--- config.mk ---
export PLATFORM = sky130hd
export DESIGN_NAME = mem_arbiter
export DESIGN_NICKNAME = d
export VERILOG_FILES = /design/src/rtl/mem_arbiter.sv
export SDC_FILE = /design/constraint.sdc
export NUM_CORES = 1
export LEC_CHECK = 0
export CAP_MARGIN = 10
export CORE_AREA = 2 2 107 109
export DETAILED_ROUTE_END_ITERATION = 10
export DIE_AREA = 0 0 109 111
export PLACE_DENSITY_LB_ADDON = 0.08
export SLEW_MARGIN = 25
export SYNTH_ARGS = -nofsm -noshare
export SYNTH_HDL_FRONTEND = slang
export SYNTH_SLANG_ARGS = --single-unit
--- constraint.sdc ---
create_clock -name clk -period 1.95 [get_ports clk]
set_input_delay 0.39 -clock clk [delete_from_list [all_inputs] [get_ports clk]]
set_output_delay 0.39 -clock clk [all_outputs]
set_load 0.005 [all_outputs]
--- src/rtl/mem_arbiter.sv ---
// Round-robin arbiter sharing one memory port between instruction fetch (IFU) and load/store (LSU).
// It carries one transaction at a time: grant, then request handshake, then response routed back to the owner.
module mem_arbiter #(
    parameter int WIDTH = 32
) (
    input  logic                 clk,
    input  logic                 rst,

    input  logic                 ifu_req_valid,
    output logic                 ifu_req_ready,
    input  logic [WIDTH-1:0]     ifu_addr,
    output logic                 ifu_resp_valid,
    output logic [WIDTH-1:0]     ifu_rdata,

    input  logic                 lsu_req_valid,
    output logic                 lsu_req_ready,
    input  logic [WIDTH-1:0]     lsu_addr,
    input  logic                 lsu_wen,
    input  logic [WIDTH-1:0]     lsu_wdata,
    input  logic [WIDTH/8-1:0]   lsu_wmask,
    output logic                 lsu_resp_valid,
    output logic [WIDTH-1:0]     lsu_rdata,

    output logic                 mem_req_valid,
    input  logic                 mem_req_ready,
    output logic [WIDTH-1:0]     mem_addr,
    output logic                 mem_wen,
    output logic [WIDTH-1:0]     mem_wdata,
    output logic [WIDTH/8-1:0]   mem_wmask,
    input  logic                 mem_resp_valid,
    input  logic [WIDTH-1:0]     mem_rdata
);

    typedef enum logic [1:0] {
        S_IDLE = 2'd0,
        S_REQ  = 2'd1,
        S_RESP = 2'd2
    } state_t;

    localparam logic GNT_IFU = 1'b0;
    localparam logic GNT_LSU = 1'b1;

    state_t              state_r;
    logic                last_grant_r;
    logic                owner_r;
    logic                mem_req_valid_r;
    logic [WIDTH-1:0]    mem_addr_r;
    logic                mem_wen_r;
    logic [WIDTH-1:0]    mem_wdata_r;
    logic [WIDTH/8-1:0]  mem_wmask_r;

    logic                grant_s;
    logic                winner_s;
    logic                resp_fire_s;

    // Idle-state arbitration; on a tie the requester not served last time wins.
    always_comb begin
        grant_s  = 1'b0;
        winner_s = GNT_IFU;
        if ((state_r == S_IDLE) && !rst) begin
            if (ifu_req_valid && lsu_req_valid) begin
                grant_s  = 1'b1;
                winner_s = ~last_grant_r;
            end else if (lsu_req_valid) begin
                grant_s  = 1'b1;
                winner_s = GNT_LSU;
            end else if (ifu_req_valid) begin
                grant_s  = 1'b1;
                winner_s = GNT_IFU;
            end else begin
                grant_s  = 1'b0;
                winner_s = GNT_IFU;
            end
        end else begin
            grant_s  = 1'b0;
            winner_s = GNT_IFU;
        end
    end

    // Ready and response pulses are combinational; reset suppresses them, even mid-transaction.
    always_comb begin
        resp_fire_s    = (state_r == S_RESP) && mem_resp_valid && !rst;
        ifu_req_ready  = grant_s && (winner_s == GNT_IFU);
        lsu_req_ready  = grant_s && (winner_s == GNT_LSU);
        ifu_resp_valid = resp_fire_s && (owner_r == GNT_IFU);
        lsu_resp_valid = resp_fire_s && (owner_r == GNT_LSU);
        ifu_rdata      = mem_rdata;
        lsu_rdata      = mem_rdata;
    end

    // Transaction FSM: latches the winner's request and holds it stable until memory accepts it.
    always_ff @(posedge clk) begin
        if (rst) begin
            state_r         <= S_IDLE;
            last_grant_r    <= GNT_IFU;
            owner_r         <= GNT_IFU;
            mem_req_valid_r <= 1'b0;
            mem_addr_r      <= {WIDTH{1'b0}};
            mem_wen_r       <= 1'b0;
            mem_wdata_r     <= {WIDTH{1'b0}};
            mem_wmask_r     <= {(WIDTH/8){1'b0}};
        end else begin
            case (state_r)
                S_IDLE: begin
                    if (grant_s) begin
                        state_r         <= S_REQ;
                        owner_r         <= winner_s;
                        last_grant_r    <= winner_s;
                        mem_req_valid_r <= 1'b1;
                        if (winner_s == GNT_LSU) begin
                            mem_addr_r  <= lsu_addr;
                            mem_wen_r   <= lsu_wen;
                            mem_wdata_r <= lsu_wdata;
                            mem_wmask_r <= lsu_wmask;
                        end else begin
                            // Fetches never write memory.
                            mem_addr_r  <= ifu_addr;
                            mem_wen_r   <= 1'b0;
                            mem_wdata_r <= {WIDTH{1'b0}};
                            mem_wmask_r <= {(WIDTH/8){1'b0}};
                        end
                    end else begin
                        state_r <= S_IDLE;
                    end
                end
                S_REQ: begin
                    if (mem_req_ready) begin
                        state_r         <= S_RESP;
                        mem_req_valid_r <= 1'b0;
                    end else begin
                        state_r <= S_REQ;
                    end
                end
                S_RESP: begin
                    if (mem_resp_valid) begin
                        state_r <= S_IDLE;
                    end else begin
                        state_r <= S_RESP;
                    end
                end
                default: begin
                    state_r         <= S_IDLE;
                    mem_req_valid_r <= 1'b0;
                end
            endcase
        end
    end

    assign mem_req_valid = mem_req_valid_r;
    assign mem_addr      = mem_addr_r;
    assign mem_wen       = mem_wen_r;
    assign mem_wdata     = mem_wdata_r;
    assign mem_wmask     = mem_wmask_r;

endmodule

### Word level (Yosys, flattened, before mapping)

Index checks and enable logic that the tools add are counted.

| word-level totals | value |
|---|---|
| input bits | 139 |
| logic and storage cells | 44 |
| register bits | 73 |
| output and inout port bits | 138 |

| cells by class | value |
|---|---|
| reduce and logical (&&, ||, !) cells | 12 |
| equality and inequality tests | 4 |
| mux-type cells | 18 |
| bitwise operators | 3 |

Operators by type and width:

| operator | count |
|---|---|
| two-way mux 32 bit | 2 |
| two-way mux 1 bit | 11 |
| logical AND 1 bit | 8 |
| one-hot mux 2 bit (3 select lines) | 1 |
| two-way mux 2 bit | 2 |
| two-way mux 4 bit | 1 |
| inequality test 2 bit, second input constant | 2 |
| inverter 1 bit | 3 |
| one-hot mux 1 bit (3 select lines) | 1 |
| AND reduction 3 bit | 1 |
| equality test 2 x 1 -> 1 bit, second input constant | 1 |
| equality test 2 bit, second input constant | 1 |
| logical NOT 2 bit | 1 |
| AND reduction 2 bit | 1 |
| logical NOT 1 bit | 1 |

### Logic depth before layout (Yosys ltp)

| logic depth | value |
|---|---|
| depth after elaboration | 6 |
| mapped depth | 6 |
| depth with buffers taken out | 3 |

### Least setup slack after synthesis

Ideal clock, no wire load.

| path | value |
|---|---|
| path kind | in2out |
| start point | input port rst |
| end point | output port lsu_req_ready |
| stages | 5 |
| data arrival time | 1.294 ns |
| setup slack | 0.266 ns |
| required time | 1.560 ns |
| cell sequence | buf_2 > or3_4 > buf_6 > clkbuf_1 > nor2_1 |

| between the ends | value |
|---|---|
| word-level cells in the longest chain between the ends | 4 |

Ends and longest elaborated chain:

| item | line | source |
|---|---|---|
| start: declaration | 7 | `input logic rst,` |
| logical NOT 1 bit (*) | 60 | `if ((state_r == S_IDLE) && !rst) begin` |
| logical AND 1 bit (*) | 60 |  |
| two-way mux 1 bit | 60 |  |
| logical AND 1 bit (*) | 84 | `lsu_req_ready = grant_s && (winner_s == GNT_LSU);` |
| end: declaration | 16 | `output logic lsu_req_ready,` |

Every way passes the cells marked *; elsewhere a longest branch is shown, timed or not.

### Worst setup path in the final report

| path | value |
|---|---|
| start point | register state_r[0] |
| end point | output port ifu_req_ready |

| between the ends | value |
|---|---|
| word-level cells in the longest chain between the ends | 5 |

Ends and longest elaborated chain:

| item | line | source |
|---|---|---|
| start: declaration | 43 | `state_t state_r;` |
| start signal: assignment | 94 | `state_r <= S_IDLE;` |
| start signal: assignment | 106 | `state_r <= S_REQ;` |
| start signal: assignment | 123 | `state_r <= S_IDLE;` |
| logical NOT 2 bit (*) | 60 |  |
| logical AND 1 bit (*) | 60 |  |
| two-way mux 1 bit | 60 |  |
| inverter 1 bit | 83 | `ifu_req_ready = grant_s && (winner_s == GNT_IFU);` |
| logical AND 1 bit (*) | 83 |  |
| end: declaration | 10 | `output logic ifu_req_ready,` |

Marked as above.

==> flow_summary.ini <==
[synth]
syn_inst = 435
synth.cells.most_frequent = sky130_fd_sc_hd__dfxtp_1, sky130_fd_sc_hd__a21oi_1, sky130_fd_sc_hd__buf_4, sky130_fd_sc_hd__o21ai_0, sky130_fd_sc_hd__nand3_1
synth_top_area_share_pct = 40.18
synth.lib_cells_used.distinct = 28
synth_seq_cells = 73
synth.cell_area_sq_um = 3637
postSynth.asyncResetShare_pct = 0
syn_avg_cell_area_sq_um = 8.361
synth.most_common_cell = sky130_fd_sc_hd__dfxtp_1
yosys-top-cells-area = sky130_fd_sc_hd__dfxtp_1, sky130_fd_sc_hd__buf_4, sky130_fd_sc_hd__a21oi_1
post-synth-top-area-cell = sky130_fd_sc_hd__dfxtp_1
yosysSeqAreaShare_pct = 40.18
yosys_warnings = 0
synth-edff-count = 0
yosys_most_used_dff = sky130_fd_sc_hd__dfxtp_1
mappedNetlistNets = 574

[drt]
wire_per_inst_um = 16.25
remaining_drc_errors = 0
post_drt_via_cell_ratio = 4.941
antenna_violating_nets_post_route = 0
initialDrtViolationCount = 192
postRouteWirelength_mm = 11.24
drt-pass1-iter-count = 4
route.vias.total = 3419

[final_layout]
diodes = 0
layout.core_utilization_pct = 49.78
finish.net_count = 683
fillCellCount = 1049
multi_input_area_sq_um = 1406
area_delta_synth_final_pct = 51.60
seq_area_sq_um = 1461
post_route_cells_drive_above_1_share_pct = 9.472
finish.instance_area_sq_um = 5514

[timing]
finalSetupViolCount = 0
finalSetupTns_ns = 0
tightest_slew_ns = 0.6705
clock.fmax_ghz = 0.5326
timing.final.crit_share_pct = 96.28
final_period_minus_worst_setup_slack_ns = 1.877
final_hold_viol_count = 0
grt_setup_unrepaired = no
drv_slew = 0
clock-skew-final_ns = 0.007819
max_slew_margin_pct = 55.30

[worst_setup_path]
timing.critical_path.arrival_ns = 1.49
crit_fanout = 5
worst_setup_path_start_kind = flip-flop
path_class = reg2out
timing.critical_path.required_ns = 1.56
end_kind = output pin

[die]
die_h_um = 111
floorplan.die_area_sq_um = 12100
ioPinCount = 277
fp_rows = 39
chipWidth_um = 109
floorplan.initialDensity_pct = 32.84
floorplan.core_area_sq_um = 11080

[pwr]
p_leak_nw = 1.945
p_per_area_nw_per_um2 = 781.0
ir_worst_vdd_mv = 0.3202

[clock_tree]
tritoncts = done
worstSkewPairLatency_ns = 0.33
cts.path.max_buffers = 2
postCtsSetupRepairBufs = 0
clkSinkCount = 73
htreeDepth = 3
cts_clock_pin_slew_for_the_worst_setup_and_hold_paths_ns = 0.06
cts.root.buffer_cell = sky130_fd_sc_hd__clkbuf_16
tritoncts_buffers = 9

[placement]
io_buf_count = 180
place_congestion = 0.7285
place_area_sq_um = 5228
hpwl_mm = 7.766

[grt]
grt-ovfl-total = 0
grt_pass1_vias = 3440
antenna_found_initial = 1
grt_pass1_wl_mm = 17.64
grt_start_max_net_pins = 59
grt_use_total_pct = 18.56

[outcome]
outcome = finished clean

[job]
cap_viol_max_count = 0

[min_path]
min_path_type = in2reg
==> stage by stage <==
stage / hold WS [ns] / std cells / worst slack [ns] / total power, W
after detailed placement: 0.4589 / 676 / -0.2393 / 0.002697
after global placement: 0.4500 / 676 / -0.2439 / 0.002692
after CTS: 0.4358 / 692 / -0.01477 / 0.004367
after global routing: 0.4557 / 692 / 0.0002766 / 0.004514
final: 0.4420 / 692 / 0.07257 / 0.004307
after floorplan: 0.4527 / 435 / 0.2659 / 0.002184
==> worst max-delay path, stage by stage, from the launching register on <==
cell and delay, ns:
sky130_fd_sc_hd__dfxtp_1 0.31, sky130_fd_sc_hd__or3_4 0.43, sky130_fd_sc_hd__a211oi_4 0.26, sky130_fd_sc_hd__clkbuf_2 0.16
==> per-layer routing <==
layer  vias to the layer above  track usage, %  part of all wire [%]
li1                       1719               -                     -
met1                      1554           22.75                    43
met2                       128           29.11                    47
met3                        16           7.701                   9.7
met4                         2           6.325                  0.86
met5                         -               0                  0.11
==> sequential cells by signal (all words and copies together) (netlist names) <==
signal,flops
mem_wmask,4
mem_wen,1
state_r,2
mem_req_valid,1
mem_wdata,32
owner_r,1
mem_addr,32
==> what timing repair did <==
action | in CTS | in global routing
cloned | 0 | 0
gates resized for setup | 4 | 3
pin swaps | 0 | 1
endpoints found under the setup margin | 4 | 2
hold endpoints to repair | 0 | 0
hold buffers | 0 | 0
==> kinds of logic after synthesis <==
kind of cell | Yosys count | synth area share [%]
buffers and inverters | 136 | 21.77
DFF | 73 | 40.18
AOI/OAI and AO/OA | 166 | 29.00
and+or+nand+nor | 60 | 9.047
==> cell type report <==
| cell class | count | area share, % |
|---|---|---|
| Inverter | 29 | 1.974 |
| Multi-Input combinational cell | 226 | 25.50 |
| Timing Repair Buffer | 205 | 37.44 |
| Clock inverter | 7 | 1.248 |
| Sequential cell | 73 | 26.50 |
| Tap cell | 143 | 3.245 |
| Clock buffer | 9 | 4.084 |
==> path summary, 6_finish.rpt <==
path                                    start             to  slack (ns)  depth (start not counted)
worst max-delay path               state_r[0]  ifu_req_ready        0.07                          3
worst min-delay path                      rst        owner_r        0.44                          3
worst max register to register     state_r[0]   mem_addr[20]        0.36                          5
worst min register to register  mem_req_valid  mem_req_valid        0.46                          2
==> cells in the final DEF, fill, tap and decap left out, drive strengths merged, types with 5 or more instances in the layout <==
master and n:
a21oi 64, a221o 5, and3 5, buf 26
clkbuf 10, clkdlybuf4s50 175, dfxtp 73, inv 30
nand3 34, o211ai 27, o21ai 38, o32ai 28
==> power by group <==
part | internal [W] | switching [W]
Sequential | 0.00161 | 0.0000597
Combinational | 0.000575 | 0.000407
Clock | 0.000988 | 0.000664
Note: power is estimated with default switching activity, not from simulation.
